===== src/rtl/overlay_pkg.sv =====
// rtl/overlay_pkg.sv - shared types, default offsets and width helper for the overlay compositor
package overlay_pkg;

  typedef enum logic [1:0] {
    IDLE   = 2'd0,
    REVEAL = 2'd1,
    STEADY = 2'd2
  } ovl_state_t;

  localparam int DEF_SHADOW_DX = 4;
  localparam int DEF_SHADOW_DY = 4;
  localparam int CNT_W         = 8;
  localparam int REV_W         = 4;

  // Layer-index width, never narrower than one bit.
  function automatic int lid_w(input int n);
    int w;
    w = 1;
    while ((1 << w) < n) w = w + 1;
    return w;
  endfunction

endpackage


===== src/rtl/overlay_prio_enc.sv =====
// rtl/overlay_prio_enc.sv - lowest-index priority encoder with valid flag
module overlay_prio_enc #(
  parameter int N = 3,
  parameter int W = 2
) (
  input  logic [N-1:0] req_i,
  output logic [W-1:0] idx_o,
  output logic         valid_o
);

  always_comb begin
    idx_o = '0;
    for (int i = N - 1; i >= 0; i--) begin
      if (req_i[i]) idx_o = W'(i);
    end
  end

  assign valid_o = |req_i;

endmodule


===== src/rtl/overlay_compositor.sv =====
// rtl/overlay_compositor.sv - multi-layer text/shadow overlay with frame-synchronous reveal and blink
module overlay_compositor
  import overlay_pkg::*;
#(
  parameter int NUM_LAYERS    = 3,
  parameter int COORD_W       = 10,
  parameter int SHADOW_DX     = DEF_SHADOW_DX,
  parameter int SHADOW_DY     = DEF_SHADOW_DY,
  parameter int REVEAL_FRAMES = 30,
  parameter int BLINK_FRAMES  = 0,
  localparam int LID_W        = lid_w(NUM_LAYERS)
) (
  input  logic                  clk,
  input  logic                  rst,
  input  logic [COORD_W-1:0]    x,
  input  logic [COORD_W-1:0]    y,
  output logic [COORD_W-1:0]    x_shadow,
  output logic [COORD_W-1:0]    y_shadow,
  input  logic [NUM_LAYERS-1:0] main_hit,
  input  logic [NUM_LAYERS-1:0] shadow_hit,
  input  logic [NUM_LAYERS-1:0] layer_en,
  input  logic                  frame_start,
  input  logic                  restart,
  output logic                  text_active,
  output logic                  overlay_active,
  output logic [LID_W-1:0]      layer_id,
  output logic                  reveal_done
);

  localparam logic [REV_W-1:0] NL         = REV_W'(NUM_LAYERS);
  localparam logic [CNT_W-1:0] REV_LAST   = CNT_W'(REVEAL_FRAMES - 1);
  localparam logic [CNT_W-1:0] BLINK_LAST = CNT_W'(BLINK_FRAMES - 1);

  ovl_state_t            state_q, state_d;
  logic [REV_W-1:0]      revealed_q, revealed_d;
  logic [CNT_W-1:0]      frame_cnt_q, frame_cnt_d;
  logic                  blink_off_q, blink_off_d;
  logic [NUM_LAYERS-1:0] en_q;
  logic [NUM_LAYERS-1:0] vis, main_vis, shadow_vis;
  logic [LID_W-1:0]      main_idx, shadow_idx, layer_id_d;
  logic                  main_valid, shadow_valid, text_d, overlay_d;
  logic                  text_q, overlay_q;
  logic [LID_W-1:0]      layer_id_q;

  assign x_shadow = x - COORD_W'(SHADOW_DX);
  assign y_shadow = y - COORD_W'(SHADOW_DY);

  always_ff @(posedge clk or posedge rst) begin
    if (rst) begin
      state_q     <= IDLE;
      revealed_q  <= '0;
      frame_cnt_q <= '0;
      blink_off_q <= 1'b0;
      en_q        <= '1;
    end else begin
      state_q     <= state_d;
      revealed_q  <= revealed_d;
      frame_cnt_q <= frame_cnt_d;
      blink_off_q <= blink_off_d;
      if (frame_start) en_q <= layer_en;
    end
  end

  // frame_cnt paces reveals in REVEAL and blink half-periods in STEADY.
  always_comb begin
    state_d     = state_q;
    revealed_d  = revealed_q;
    frame_cnt_d = frame_cnt_q;
    blink_off_d = blink_off_q;
    if (restart) begin
      state_d     = IDLE;
      revealed_d  = '0;
      frame_cnt_d = '0;
      blink_off_d = 1'b0;
    end else if (frame_start) begin
      case (state_q)
        IDLE: begin
          revealed_d  = REV_W'(1);
          frame_cnt_d = '0;
          blink_off_d = 1'b0;
          state_d     = (NL == REV_W'(1)) ? STEADY : REVEAL;
        end
        REVEAL: begin
          if (frame_cnt_q == REV_LAST) begin
            frame_cnt_d = '0;
            revealed_d  = revealed_q + REV_W'(1);
            if (revealed_q + REV_W'(1) == NL) state_d = STEADY;
          end else begin
            frame_cnt_d = frame_cnt_q + CNT_W'(1);
          end
        end
        STEADY: begin
          if (BLINK_FRAMES != 0) begin
            if (frame_cnt_q == BLINK_LAST) begin
              frame_cnt_d = '0;
              blink_off_d = ~blink_off_q;
            end else begin
              frame_cnt_d = frame_cnt_q + CNT_W'(1);
            end
          end
        end
        default: state_d = IDLE;
      endcase
    end
  end

  always_comb begin
    reveal_done = (state_q == STEADY);
  end

  always_comb begin
    vis = '0;
    for (int i = 0; i < NUM_LAYERS; i++) begin
      vis[i] = en_q[i] && (REV_W'(i) < revealed_q);
    end
  end

  assign main_vis   = main_hit & vis & {NUM_LAYERS{~blink_off_q}};
  assign shadow_vis = shadow_hit & vis;

  overlay_prio_enc #(.N(NUM_LAYERS), .W(LID_W)) u_main_enc (
    .req_i   (main_vis),
    .idx_o   (main_idx),
    .valid_o (main_valid)
  );

  overlay_prio_enc #(.N(NUM_LAYERS), .W(LID_W)) u_shadow_enc (
    .req_i   (shadow_vis),
    .idx_o   (shadow_idx),
    .valid_o (shadow_valid)
  );

  assign text_d     = main_valid;
  assign overlay_d  = main_valid | shadow_valid;
  assign layer_id_d = main_valid ? main_idx : (shadow_valid ? shadow_idx : '0);

  always_ff @(posedge clk or posedge rst) begin
    if (rst) begin
      text_q     <= 1'b0;
      overlay_q  <= 1'b0;
      layer_id_q <= '0;
    end else begin
      text_q     <= text_d;
      overlay_q  <= overlay_d;
      layer_id_q <= layer_id_d;
    end
  end

  assign text_active    = text_q;
  assign overlay_active = overlay_q;
  assign layer_id       = layer_id_q;

endmodule


===== config.mk =====
export PLATFORM = sky130hd
export DESIGN_NAME = overlay_compositor
export DESIGN_NICKNAME = d
export VERILOG_FILES = /design/src/rtl/overlay_pkg.sv /design/src/rtl/overlay_prio_enc.sv /design/src/rtl/overlay_compositor.sv
export SDC_FILE = /design/constraint.sdc
export NUM_CORES = 1
export LEC_CHECK = 0
export ABC_AREA = 1
export BUFFER_PORTS_ARGS = -buffer_cell sky130_fd_sc_hd__buf_2
export CORE_MARGIN = 1.5
export CORE_UTILIZATION = 48
export CTS_CLUSTER_SIZE = 30
export DETAILED_ROUTE_END_ITERATION = 8
export PLACE_DENSITY = 0.78
export SYNTH_ARGS = -nofsm -noshare
export SYNTH_HDL_FRONTEND = slang
export SYNTH_SLANG_ARGS = --single-unit
export TNS_END_PERCENT = 10

===== constraint.sdc =====
create_clock -name clk -period 1.6 [get_ports clk]
set_input_delay 0.16 -clock clk [delete_from_list [all_inputs] [get_ports clk]]
set_output_delay 0.16 -clock clk [all_outputs]
set_load 0.01 [all_outputs]

# Yosys cells after proc, flatten, opt, wreduce, memory -nomap -nowiden
# Cells that the tools add are included.
[op_classes]
addsub = 4
n_lt_le_gt_ge = 3
n_eq_ne = 7
n_mux = 24
n_bitwise = 5
reduce_logical = 13
[ops]
columns = ["operator", "count"]
rows = [
  ["2-bit 2-to-1 mux", 12],
  ["8-bit 2-to-1 mux", 3],
  ["10-bit by 3-bit subtractor with 10-bit output (second input constant)", 2],
  ["8-bit case mux with 2 select lines", 1],
  ["4-bit 2-to-1 mux", 3],
  ["3-bit bitwise AND", 3],
  ["8-bit by 1-bit adder with 8-bit output (second input constant)", 1],
  ["8-bit by 5-bit equality test with 1-bit output (second input constant)", 1],
  ["1-bit by 4-bit less-than comparator with 1-bit output (first input constant)", 2],
  ["4-bit case mux with 2 select lines", 1],
  ["3-bit inequality test (second input constant)", 2],
  ["2-bit case mux with 3 select lines", 1],
  ["3-bit OR reduction", 2],
  ["4-bit by 1-bit adder with 4-bit output (second input constant)", 1],
  ["4-bit by 2-bit equality test with 1-bit output (second input constant)", 1],
  ["2-bit by 4-bit less-than comparator with 1-bit output (first input constant)", 1],
  ["2-bit AND reduction", 2],
  ["4-bit AND reduction", 1],
  ["2-bit nonzero test", 2],
  ["1-bit logical AND", 3],
  ["1-bit 2-to-1 mux", 3],
  ["3-bit AND reduction", 1],
  ["3-bit nonzero test", 1],
  ["2-bit by 1-bit equality test with 1-bit output (second input constant)", 1],
  ["other kinds (5)", 5],
]
[totals]
register_bits = 22
elab_cells = 64

# Depth between registers and ports, before layout
[depth]
word_depth = 8
mapped_depth = 10

# Modules after synthesis
# From an unflattened synthesis, not the netlist that was laid out.
[hier_totals]
hier_cells = 208
hier_area_um2 = 1493.9
[modules_own_cells]
columns = ["module", "instances", "cells_per_inst", "area_each_um2"]
rows = [
  ["overlay_compositor", 1, 194, 1431.4],
  ["overlay_prio_enc", 2, 7, 31.3],
]

# Least setup slack after synthesis
# No wires, ideal clock.
[synth_timing]
path_type = "register to register"
from = "register frame_cnt_q[1]"
to = "register frame_cnt_q[5]"
setup_ns = 0.124
arrival_time_ns = 1.145
setup_slack_ns = 0.331
stages_incl_launch_ff = 11
path_buffers = 1
cell_sequence = "dfrtp_1 > inv_1 > ha_1 > nand2_1 > nor2_1 > nand2_1 > nand2_2 > nand2_2 > buf_6 > o31ai_1 > nor2_2"
[synth_between]
elab_chain_cells = 5
word_cells_on_any_way = 6
classes_between = "add/sub: 1; eq/ne: 1; mux: 4"
[synth_rtl]
columns = ["item", "line", "rtl"]
rows = [
  ["start, declared", "overlay_compositor.sv:36", "logic [CNT_W-1:0] frame_cnt_q, frame_cnt_d;"],
  ["start signal, assigned", "overlay_compositor.sv:58", "frame_cnt_q <= frame_cnt_d;"],
  ["8-bit by 1-bit adder with 8-bit output / 8-bit by 5-bit equality test with 1-bit output (equally long branches)", "overlay_compositor.sv:89, overlay_compositor.sv:84", ""],
  ["8-bit 2-to-1 mux *", "overlay_compositor.sv:84", "if (frame_cnt_q == REV_LAST) begin"],
  ["8-bit case mux with 2 select lines *", "overlay_compositor.sv:76", "case (state_q)"],
  ["8-bit 2-to-1 mux *", "overlay_compositor.sv:75", "end else if (frame_start) begin"],
  ["8-bit 2-to-1 mux *", "overlay_compositor.sv:70", "if (restart) begin"],
]
# Every way passes the cells marked *; elsewhere a longest branch is shown, timed or not. The select of a mux whose other input is x is not followed.
# A chain may end at the register's enable or synchronous reset.

# Worst setup path in the final report
[layout_timing]
from = "register revealed_q[0]"
to = "register layer_id_q[1], in the netlist layer_id[1]"
[layout_between]
word_cells_on_any_way = 19
classes_between = "order compare: 3; mux: 8; bitwise: 3; reduce/logical: 5"
[layout_rtl]
columns = ["item", "line", "rtl"]
rows = [
  ["start, declared", "overlay_compositor.sv:35", "logic [REV_W-1:0] revealed_q, revealed_d;"],
  ["start signal, assigned", "overlay_compositor.sv:57", "revealed_q <= revealed_d;"],
  ["1-bit by 4-bit less-than comparator with 1-bit output / 2-bit by 4-bit less-than comparator with 1-bit output (equally long branches)", "overlay_compositor.sv:114", "vis[i] = en_q[i] && (REV_W'(i) < revealed_q);"],
  ["1-bit logical AND", "overlay_compositor.sv:114", ""],
  ["3-bit bitwise AND * (2 in series)", "overlay_compositor.sv:118", "assign main_vis = main_hit & vis & {NUM_LAYERS{~blink_off_q}};"],
  ["3-bit OR reduction *", "overlay_prio_enc.sv:18", "assign valid_o = |req_i;"],
  ["named net main_valid", "overlay_compositor.sv:41", "logic main_valid, shadow_valid, text_d, overlay_d;"],
  ["2-bit 2-to-1 mux *", "overlay_compositor.sv:135", "assign layer_id_d = main_valid ? main_idx : (shadow_valid ? shadow_idx : '0);"],
  ["named net layer_id_d[1]", "overlay_compositor.sv:40", "logic [LID_W-1:0] main_idx, shadow_idx, layer_id_d;"],
  ["end signal, assigned", "overlay_compositor.sv:145", "layer_id_q <= layer_id_d;"],
  ["end, declared", "overlay_compositor.sv:43", "logic [LID_W-1:0] layer_id_q;"],
]
# Mark *: on every way through the listed nets, which the timed path passes. The rest lies on a longest branch.

==> results.yml <==
min_path:
  holdPathStages: 3
  whs_endpoint: "en_q[0]$_DFFE_PP1P_"
  worst_hold_path_type: "in2reg"
  min_from: "layer_en[0]"
power_and_ir_drop:
  powerDensity_mw_per_mm2: 817
  power.total_w: 0.00143
  ir_drop_v: 0.000462
  power_leakage_nw: 0.931
yosys:
  synthCells: 195
  yosysSeqAreaShare_pct: 36.3
  synth_edf_count: 0
  ys_seq_elements: 21
  synth_area_sq_mm: 0.00146
  avgSynthCellArea_sq_um: 7.47
  synth_nets: 235
  synth_cell_types: 27
  ys_warn_count: 0
  synth_ff_type: "dfrtp_1"
  synthArstFlopShare_pct: 100
floorplanning:
  start_util_pct: 51.5
  dieArea_sq_mm: 0.00337
  die_w_um: 58.1
  die_h_um: 58.1
  core_sq_mm: 0.00283
  io_pins: 58
  fp-row-count: 19
critical_path:
  ff2ff_path_depth: 8
  r2r_slack_ns: 0.22
  r2r-start: "revealed_q[0]$_DFFE_PP0P_"
  timing.rr.end: "layer_id[1]$_DFF_PP0_"
  arrival_ns: 1.59
  critPathMaxFanout: 5
  path_class: "reg2reg"
  required_ns: 1.81
  start_kind: "flop"
  cp-end-kind: "flop"
final_layout:
  drive_gt1_share_pct: 29.4
  final_common_cell: "nand2_1"
  instances_no_fill: 276
  antenna_cells: 0
  nets: 286
  multiInputGateArea_sq_um: 777
  seqCellArea_sq_um: 531
  fillers: 255
  area_growth_syn_to_layout_pct: 19.8
  final_cell_mix: "50 x nand2_1, 49 x buf_2, 26 x inv_1"
timing:
  drv_slew: 0
  rsz0062_at_grt: "no"
  fin_crit_sh_pct: 86.4
  worstMarginPinSlew_ns: 0.276
  fin_crit_ns: 1.38
  finalHoldViolCount: 0
  fmax_mhz: 723
  slew_headroom_pct: 81.5
  setup-tns-final_ns: 0
  hold_slack_ns: 0.0562
  finClkSkew_ns: 0.00453
  setup_viol: 0
global_routing:
  grt_pass1_vias: 1189
  grt-ovfl-total: 0
  antenna_found_initial: 0
  track_usage_pct: 17.4
  grt_max_degree: 22
  grt_pass1_wl_mm: 4.70
placement:
  place.gp.congestion: 0.821
  hpwl_mm: 2.25
  placed_cells_incl_taps: 271
  io_buffers: 49
detailed_routing:
  num_vias: 1345
  ant_nets: 0
  wl_per_cell_um: 9.87
  vias_per_cell: 4.87
  drt_pass1_iterations: 6
  wirelength_mm: 2.73
  drc: 0
  drt_iter0_markers: 50
cts:
  clockBufferDepth: 2
  h-tree-depth: 1
  cts_setup_buffers: 0
  cts.sinks: 21
  clock_latency_ns: 0.30
  numCtsBuffers: 3
  clkTransAtPathRegs_ns: 0.12
  cts_tree: "built"
  cts_root_buffer: "clkbuf_4"
job:
  cap_violations: 0
outcome:
  status: "complete, no violations"
-- synth_stat cells, types with 2 or more instances --
library cell   n  area (sq um)
nor3_1         7          35.0
o21ai_1        4          20.0
nor2_1        16          60.1
o21ai_0        9          45.0
nand4_1        3          18.8
xnor2_1        7          61.3
xor2_1         7          61.3
inv_2          3          11.3
dfstp_2        3          78.8
inv_1         26          97.6
nor2_2         2          12.5
a21oi_1        5          25.0
nand2_1       50           188
buf_4          4          30.0
dfrtp_1       18           450
nand2_2        4          25.0
ha_1           7          87.6
nand3_1       11          55.1
-- flip-flops by register name, indices dropped and copies added, names as in the netlist --
register and count:
frame_cnt_q 8, overlay_active 1, state_q 2, en_q 3
layer_id 2, revealed_q 4, text_active 1
-- final cells by class --
type,instances,area share (%)
Sequential cell,21,30.4
Clock inverter,1,0.287
Timing Repair Buffer,51,15.1
Multi-Input combinational cell,140,44.5
Inverter,29,6.24
Clock buffer,3,1.29
Tap cell,31,2.22
-- power breakdown --
part | internal (W) | total, W | switching [W]
Clock | 0.0000933 | 0.000254 | 0.000160
Sequential | 0.000606 | 0.000663 | 0.0000576
Combinational | 0.000193 | 0.000509 | 0.000316
Total | 0.000892 | 0.00143 | 0.000534
-- per-layer routing --
metal | GRT usage (%) | up-vias | share of wire (%)
li1 | - | 708 | -
met5 | 0 | - | 0
met2 | 28.7 | 36 | 46
met4 | 5.98 | 0 | 1.3
met3 | 2.23 | 5 | 4.3
met1 | 23.5 | 596 | 48
-- critical path: stages (launching register included) --
cell and delay (ns):
dfrtp_1 0.43, inv_1 0.10, ha_1 0.20, a21oi_1 0.19, nand2_1 0.13, nand3_2 0.10
inv_2 0.04, nand2_1 0.05, nand2_1 0.04
-- kinds of logic (layout without fill, tap and decap cells) --
family          after synthesis  count (layout)  share of synthesized area (%)
compound gates               21              21                           7.73
xor+xnor                     14              14                           8.42
fa+ha+maj                     7               7                           6.01
buf+inv                      34              84                           10.3
flops                        21              21                           36.3
simple gates                 98              98                           31.2
-- how the worst max path moves through the flow --
stage               cells after the start                          to  slack (ns)                       start
floorplan                              10  frame_cnt_q[5]$_DFFE_PP0P_        0.33  frame_cnt_q[1]$_DFFE_PP0P_
global placement                        8       layer_id[1]$_DFF_PP0_        0.24   revealed_q[1]$_DFFE_PP0P_
detailed placement                      9      state_q[0]$_DFFE_PP0P_        0.24  frame_cnt_q[1]$_DFFE_PP0P_
CTS                                     8       layer_id[1]$_DFF_PP0_        0.22   revealed_q[1]$_DFFE_PP0P_
global route                            8       layer_id[1]$_DFF_PP0_        0.05   revealed_q[0]$_DFFE_PP0P_
finish                                  8       layer_id[1]$_DFF_PP0_        0.22   revealed_q[0]$_DFFE_PP0P_
-- repair_timing --
action	in CTS	in global routing
resized for setup	0	1
hold buffers	1	0
setup endpoints to repair	0	1
hold endpoints to repair	18	0
-- metrics by stage --
step / util (%) / cell area, sq um / setup WS, ns
4_1_cts: 61.7 / 1740 / 0.219
3_3_place_gp: 60.3 / 1710 / 0.238
3_5_place_dp: 60.3 / 1710 / 0.245
6_report: 61.7 / 1750 / 0.217
2_1_floorplan: - / 1460 / 0.331
5_1_grt: 61.7 / 1750 / 0.0534
No activity file was read; power rests on OpenSTA's default activity.
